===== config.mk =====
export PLATFORM = sky130hd
export DESIGN_NAME = n_bit_piso_tx
export DESIGN_NICKNAME = d
export VERILOG_FILES = /design/src/rtl/n_bit_piso_tx.sv
export SDC_FILE = /design/constraint.sdc
export NUM_CORES = 1
export LEC_CHECK = 0
export CAP_MARGIN = 25
export CORE_MARGIN = 10
export CORE_UTILIZATION = 51
export DETAILED_ROUTE_END_ITERATION = 10
export PLACE_DENSITY_LB_ADDON = 0.05
export SYNTH_ARGS = -nofsm -noshare
export SYNTH_HDL_FRONTEND = slang
export SYNTH_SLANG_ARGS = --single-unit

===== constraint.sdc =====
create_clock -name clk -period 4.15 [get_ports clk]
set_clock_uncertainty 0.2 [all_clocks]
set_input_delay 0.83 -clock clk [delete_from_list [all_inputs] [get_ports clk]]
set_output_delay 0.83 -clock clk [all_outputs]
set_load 0.02 [all_outputs]

===== src/rtl/n_bit_piso_tx.sv =====
// Parallel-in/serial-out transmitter: accepts an N-bit word on a valid/ready load and shifts it out MSB-first.
// Optional feature macro: PARITY_EN appends one even-parity bit to every frame.
module n_bit_piso_tx #(
    parameter int N = 8
) (
    input  logic         clk,
    input  logic         reset,
    input  logic [N-1:0] D,
    input  logic         load_valid,
    output logic         load_ready,
    output logic         ser_out,
    output logic         ser_valid,
    output logic         busy,
    output logic         done
);
    localparam int CW = $clog2(N + 1);

    typedef enum logic [1:0] {
        IDLE  = 2'd0,
`ifdef PARITY_EN
        PAR   = 2'd2,
`endif
        SHIFT = 2'd1
    } state_t;

    state_t         state_reg;
    logic [N-1:0]   shreg_reg;
    logic [CW-1:0]  cnt_reg;
    logic [N-1:0]   shreg_shift;
`ifdef PARITY_EN
    logic           parity_reg;
`endif

    assign load_ready  = (state_reg == IDLE);
    assign shreg_shift = shreg_reg << 1;

    always_ff @(posedge clk) begin
        if (reset) begin
            state_reg <= IDLE;
            shreg_reg <= '0;
            cnt_reg   <= '0;
            ser_out   <= 1'b0;
            ser_valid <= 1'b0;
            busy      <= 1'b0;
            done      <= 1'b0;
`ifdef PARITY_EN
            parity_reg <= 1'b0;
`endif
        end else begin
            done <= 1'b0;
            case (state_reg)
                IDLE: begin
                    if (load_valid) begin
                        shreg_reg <= D;
                        ser_out   <= D[N-1];
                        ser_valid <= 1'b1;
                        busy      <= 1'b1;
                        cnt_reg   <= CW'(1);
                        state_reg <= SHIFT;
`ifdef PARITY_EN
                        parity_reg <= ^D;
`endif
                    end
                end
                SHIFT: begin
                    if (cnt_reg == CW'(N)) begin
                        // Last data bit has been on the line for one cycle.
                        cnt_reg <= '0;
`ifdef PARITY_EN
                        ser_out   <= parity_reg;
                        state_reg <= PAR;
`else
                        ser_out   <= 1'b0;
                        ser_valid <= 1'b0;
                        busy      <= 1'b0;
                        done      <= 1'b1;
                        state_reg <= IDLE;
`endif
                    end else begin
                        shreg_reg <= shreg_shift;
                        ser_out   <= shreg_shift[N-1];
                        cnt_reg   <= cnt_reg + CW'(1);
                    end
                end
`ifdef PARITY_EN
                PAR: begin
                    ser_out   <= 1'b0;
                    ser_valid <= 1'b0;
                    busy      <= 1'b0;
                    done      <= 1'b1;
                    state_reg <= IDLE;
                end
`endif
                default: state_reg <= IDLE;
            endcase
        end
    end
endmodule


# == After elaboration in Yosys (flattened, before gate mapping) ==
# Index checks and enable logic that the tools add are counted.
# op_classes
n_mux,16
n_reduce_logical,7
eq_ne,5
n_bitwise,1
addsub,1
# op_table
cell,n
7-bit 2-to-1 mux,2
7-bit case mux with 2 select lines,1
4-bit 2-to-1 mux,2
4-bit case mux with 2 select lines,1
2-bit != test (second input constant),3
3-bit AND reduction,2
1-bit 2-to-1 mux,5
4-bit by 1-bit adder with 4-bit output (second input constant),1
4-bit equality test (second input constant),1
2-bit 2-to-1 mux,2
1-bit case mux with 2 select lines,2
2-bit case mux with 2 select lines,1
2-bit AND reduction,2
2-bit by 1-bit equality test with 1-bit output (second input constant),1
2-bit zero test,1
2-bit nonzero test,1
2-bit OR reduction,1
1-bit NOT,1
# totals
output_inout_bits,5
reg_bits,16
wordCells,36

# == Depth between registers and ports, before layout ==
# depth
word_depth,3
mapped_depth,6

# == Worst setup path before layout ==
# OpenSTA, ideal clock, no wires.
# synth_timing
path_type,register -> output
startpoint,"register, netlist name busy"
endpoint,output port load_ready
path_slack_ns,2.246
required_time_ns,3.120
t_arrival_ns,0.874
stages_incl_launch_ff,4
path_cell_list,dfxtp_1 -> buf_6 -> buf_4 -> inv_2
# synth_rtl
item,line_no,text
"end, declared",10,"output logic load_ready,"

==> summary.md <==
| Metric | Value |
|---|---|
| Worst Path Max Fanout | 21 |
| CP max-delay cell | dfxtp_1 |
| CP top delay family | flip-flops |
| Pin count of the biggest net entering global routing | 22 |
| Worst-path cell chain | clkdlybuf4s50_1 |
| Gate Count Post-Synth | 74 |
| CTS max path bufs | 2 |
| Layout area overhead | 21.6% |
| Placed Cells | a little under 100 |
| XOR/XNOR Fraction of Synth Area | 0 |
| I/O Buffers | 15 |
| Pint | 222 µW |
| Worst-Margin Slew | between 0.8 and 0.9 ns |
| Routability cong. | between 0.6 and 0.7 |
| Setup CP Type | reg -> out |
| Worst-case vdd ir drop | approximately 0.23 mV |
| # setup viols final | 0 |
| Tcrit/Tclk final | 0.698 |
| Power per cell area | 344 nW/µm² |
| Outcome | completed |
| Part of the power in the clock network | 0.327 |
| CTS resizes | 0 |
| Mapped cell area | roughly 710 µm² |
| Num CTS Buffers | 3 |
| # diodes | 0 |
| Most common cell after layout, fill and taps aside | clkdlybuf4s50_1 |
| Synth Area in Adders | 0.0354 |
| Hold Crit Class | reg -> reg |
| Slew margin rel. | 0.465 |
| I/O Pins | 16 |
| Starting DRT DRC Count | 0 |
| Most frequent cells in the layout | 15 x clkdlybuf4s50_1, 14 x dfxtp_1, 12 x a21oi_1, 6 x mux2i_1, 6 x a311oi_1 |
| Synth Area in Compound Gates | 0.209 |
| First-pass GRT wire length | roughly 2.4 mm |
| Die height | roughly 57 µm |
| Slew Limit Fails | 0 |
| Sw Pwr | between 70 and 80 µW |
| Reg2reg end | shreg_reg[5]$_SDFFE_PP0P_ |
| Worst R2R Start | busy$_SDFFE_PP0P_ |
| Largest family of logic cells by synthesized area | compound AO/OA/AOI/OAI gates |
| Sequential share of power | 0.514 |
| Syn avg cell area | approximately 9.6 µm² |
| Arrival @ worst endpoint | about 1.9 ns |
| Number of flip-flops in the largest register | 7 |
| Crit path required time | around 3.1 ns |
| Worst Path Buf+Inv | 1 |
| Number of placement rows | 13 |
| Unrepaired setup endpoints after global routing | false |
| Number of remaining DRC errors | 0 |
| Clock latency on the worst-skew pair | 0.27 ns |
| Worst hold start | shreg_reg[6]$_SDFFE_PP0P_ |
| Ys Warns | 0 |
| Post-CTS setup buffers | 0 |
| Sink Count | 14 |
| Comb pwr share | 0.158 |
| Worst R2R Setup Slack | between 2 and 2.5 ns |
| Max cap viols | 0 |
| Crit path from | busy$_SDFFE_PP0P_ |
| Root buffer cell | clkbuf_4 |
| Die width | approximately 57 µm |
| Hold-fix buffers, CTS | 0 |
| Final hold viol count | 0 |
| Final Core Density | 0.661 |
| Synth Area in Simple Gates | 0.168 |
| Yosys cell types | 27 |
| R2R depth | 2 |
| Initial Util | 0.543 |
| Min Clock Period, post-route | 2.90 ns |
| Vias | ~580 |
| Worst Setup EP | ser_valid |
| Overflow after GRT | 0 |
| Max frequency | 345 MHz |
| Initial antenna violation count | 0 |
| Nets | between 100 and 150 |
| H-tree Lvls | 1 |
| Setup_tns | 0 ns |
| Total Routing Usage GR | 0.0859 |
| CTS tree | yes |
| Mean number of vias per cell | between 5 and 6 |
| Critical path depth in cells | 1 |
| Mux share of post-synthesis cell area | 0.101 |
| Largest stage delay, worst path | 0.85 ns |
| Drt wl/cell | roughly 14 µm |
| Antenna Nets Post-Route | 0 |
| Final wirelength | roughly 1.4 mm |
| Core area | 1300 µm² |
| Startpoint types | flip-flop |
| DP HPWL | 1.02 mm |
| Worst Setup End Kind | output pin |
| Net Count, Synth | a little under 90 |
| Die ar. | between 3000 and 4000 µm² |
| Switching fraction of total power | 0.249 |
| DRT Pass-1 Iters | 1 |
| Lkg Pwr | 0.322 nW |
| Reg clk slew, reported paths | 0.09 ns |
| Vias in the first global route | about 530 |
| Non-filler instance count after layout | 102 |
| Ratio of cells with drive above 1 in the final layout | 0.0805 |
| Yosys reg bits | 14 |
| Register area share after synthesis | 0.396 |
## area by class of cell
cell class | count | area (µm²)
Sequential cell | 14 | 280
Fill cell | 132 | 442
Multi-Input combinational cell | 51 | 363
Tap cell | 15 | 18.8
Clock buffer | 4 | 36.3
Inverter | 3 | 11.3
Timing Repair Buffer | 15 | 150
## cells in the mapped netlist
cell,count,area (µm²)
ha_1,2,25.0
o21ai_1,2,10.0
inv_2,1,3.75
mux2_1,1,11.3
a21boi_0,1,7.51
nand4b_2,1,15.0
inv_1,2,7.51
and3b_1,1,8.76
nor3_1,1,5.00
nor2_1,3,11.3
nand2_1,2,7.51
a311oi_1,6,52.6
o211ai_1,1,7.51
buf_6,3,33.8
clkbuf_1,1,3.75
mux2i_1,6,60.1
nor3b_1,2,15.0
or2_4,1,8.76
dfxtp_1,14,280
buf_4,2,15.0
nand3b_1,1,7.51
nor2b_1,1,6.26
o21ai_0,2,10.0
nand3_1,3,15.0
a21oi_1,12,60.1
and4b_1,1,10.0
nand4b_1,1,8.76
## how the worst min path moves through the flow
stage | endpoint | slack [ns] | cells after the start
2_1_floorplan | ser_out$_SDFFE_PP0P_ | 0.24 | 2
3_3_place_gp | ser_out$_SDFFE_PP0P_ | 0.27 | 2
4_1_cts | ser_out$_SDFFE_PP0P_ | 0.29 | 2
6_report | ser_out$_SDFFE_PP0P_ | 0.29 | 2
3_5_place_dp | ser_out$_SDFFE_PP0P_ | 0.27 | 2
5_1_grt | ser_out$_SDFFE_PP0P_ | 0.32 | 2
## cell families (layout without fill, tap and decap cells)
| kind of cell | Yosys count | in the layout |
|---|---|---|
| AO/OA/AOI/OAI | 24 | 24 |
| AND/OR/NAND/NOR | 18 | 18 |
| flip-flops | 14 | 14 |
| buffers and inverters | 9 | 22 |
| multiplexers | 7 | 7 |
| adder cells (fa/ha/maj) | 2 | 2 |
## through the flow
| step | hold slack, ns | area (µm²) | setup slack (ns) | power, mW |
|---|---|---|---|---|
| 3_3_place_gp | 0.273 | 823 | 1.56 | 0.201 |
| 6_report | 0.292 | 860 | 1.25 | 0.296 |
| 2_1_floorplan | 0.243 | 707 | 2.25 | 0.185 |
| 3_5_place_dp | 0.274 | 823 | 1.54 | 0.202 |
| 4_1_cts | 0.291 | 860 | 1.23 | 0.299 |
| 5_1_grt | 0.318 | 860 | 1.12 | 0.311 |
## metal layers
layer  part of all wire  up-vias  global-route usage
li1                   -      303                   -
met1               0.51      262               0.106
met2               0.39       14               0.126
met3              0.090        2              0.0487
met4             0.0042        0              0.0201
met5                  0        -                   0
## power by group through the flow
stage	Clock, mW	Sequential (mW)	Combinational, mW
after floorplan	0	0.152	0.0333
after global placement	0	0.155	0.0463
after detailed placement	0	0.155	0.0468
after CTS	0.0998	0.152	0.0472
after global routing	0.105	0.154	0.0517
final	0.0969	0.152	0.0469
Power figures use the tool's default switching activity.
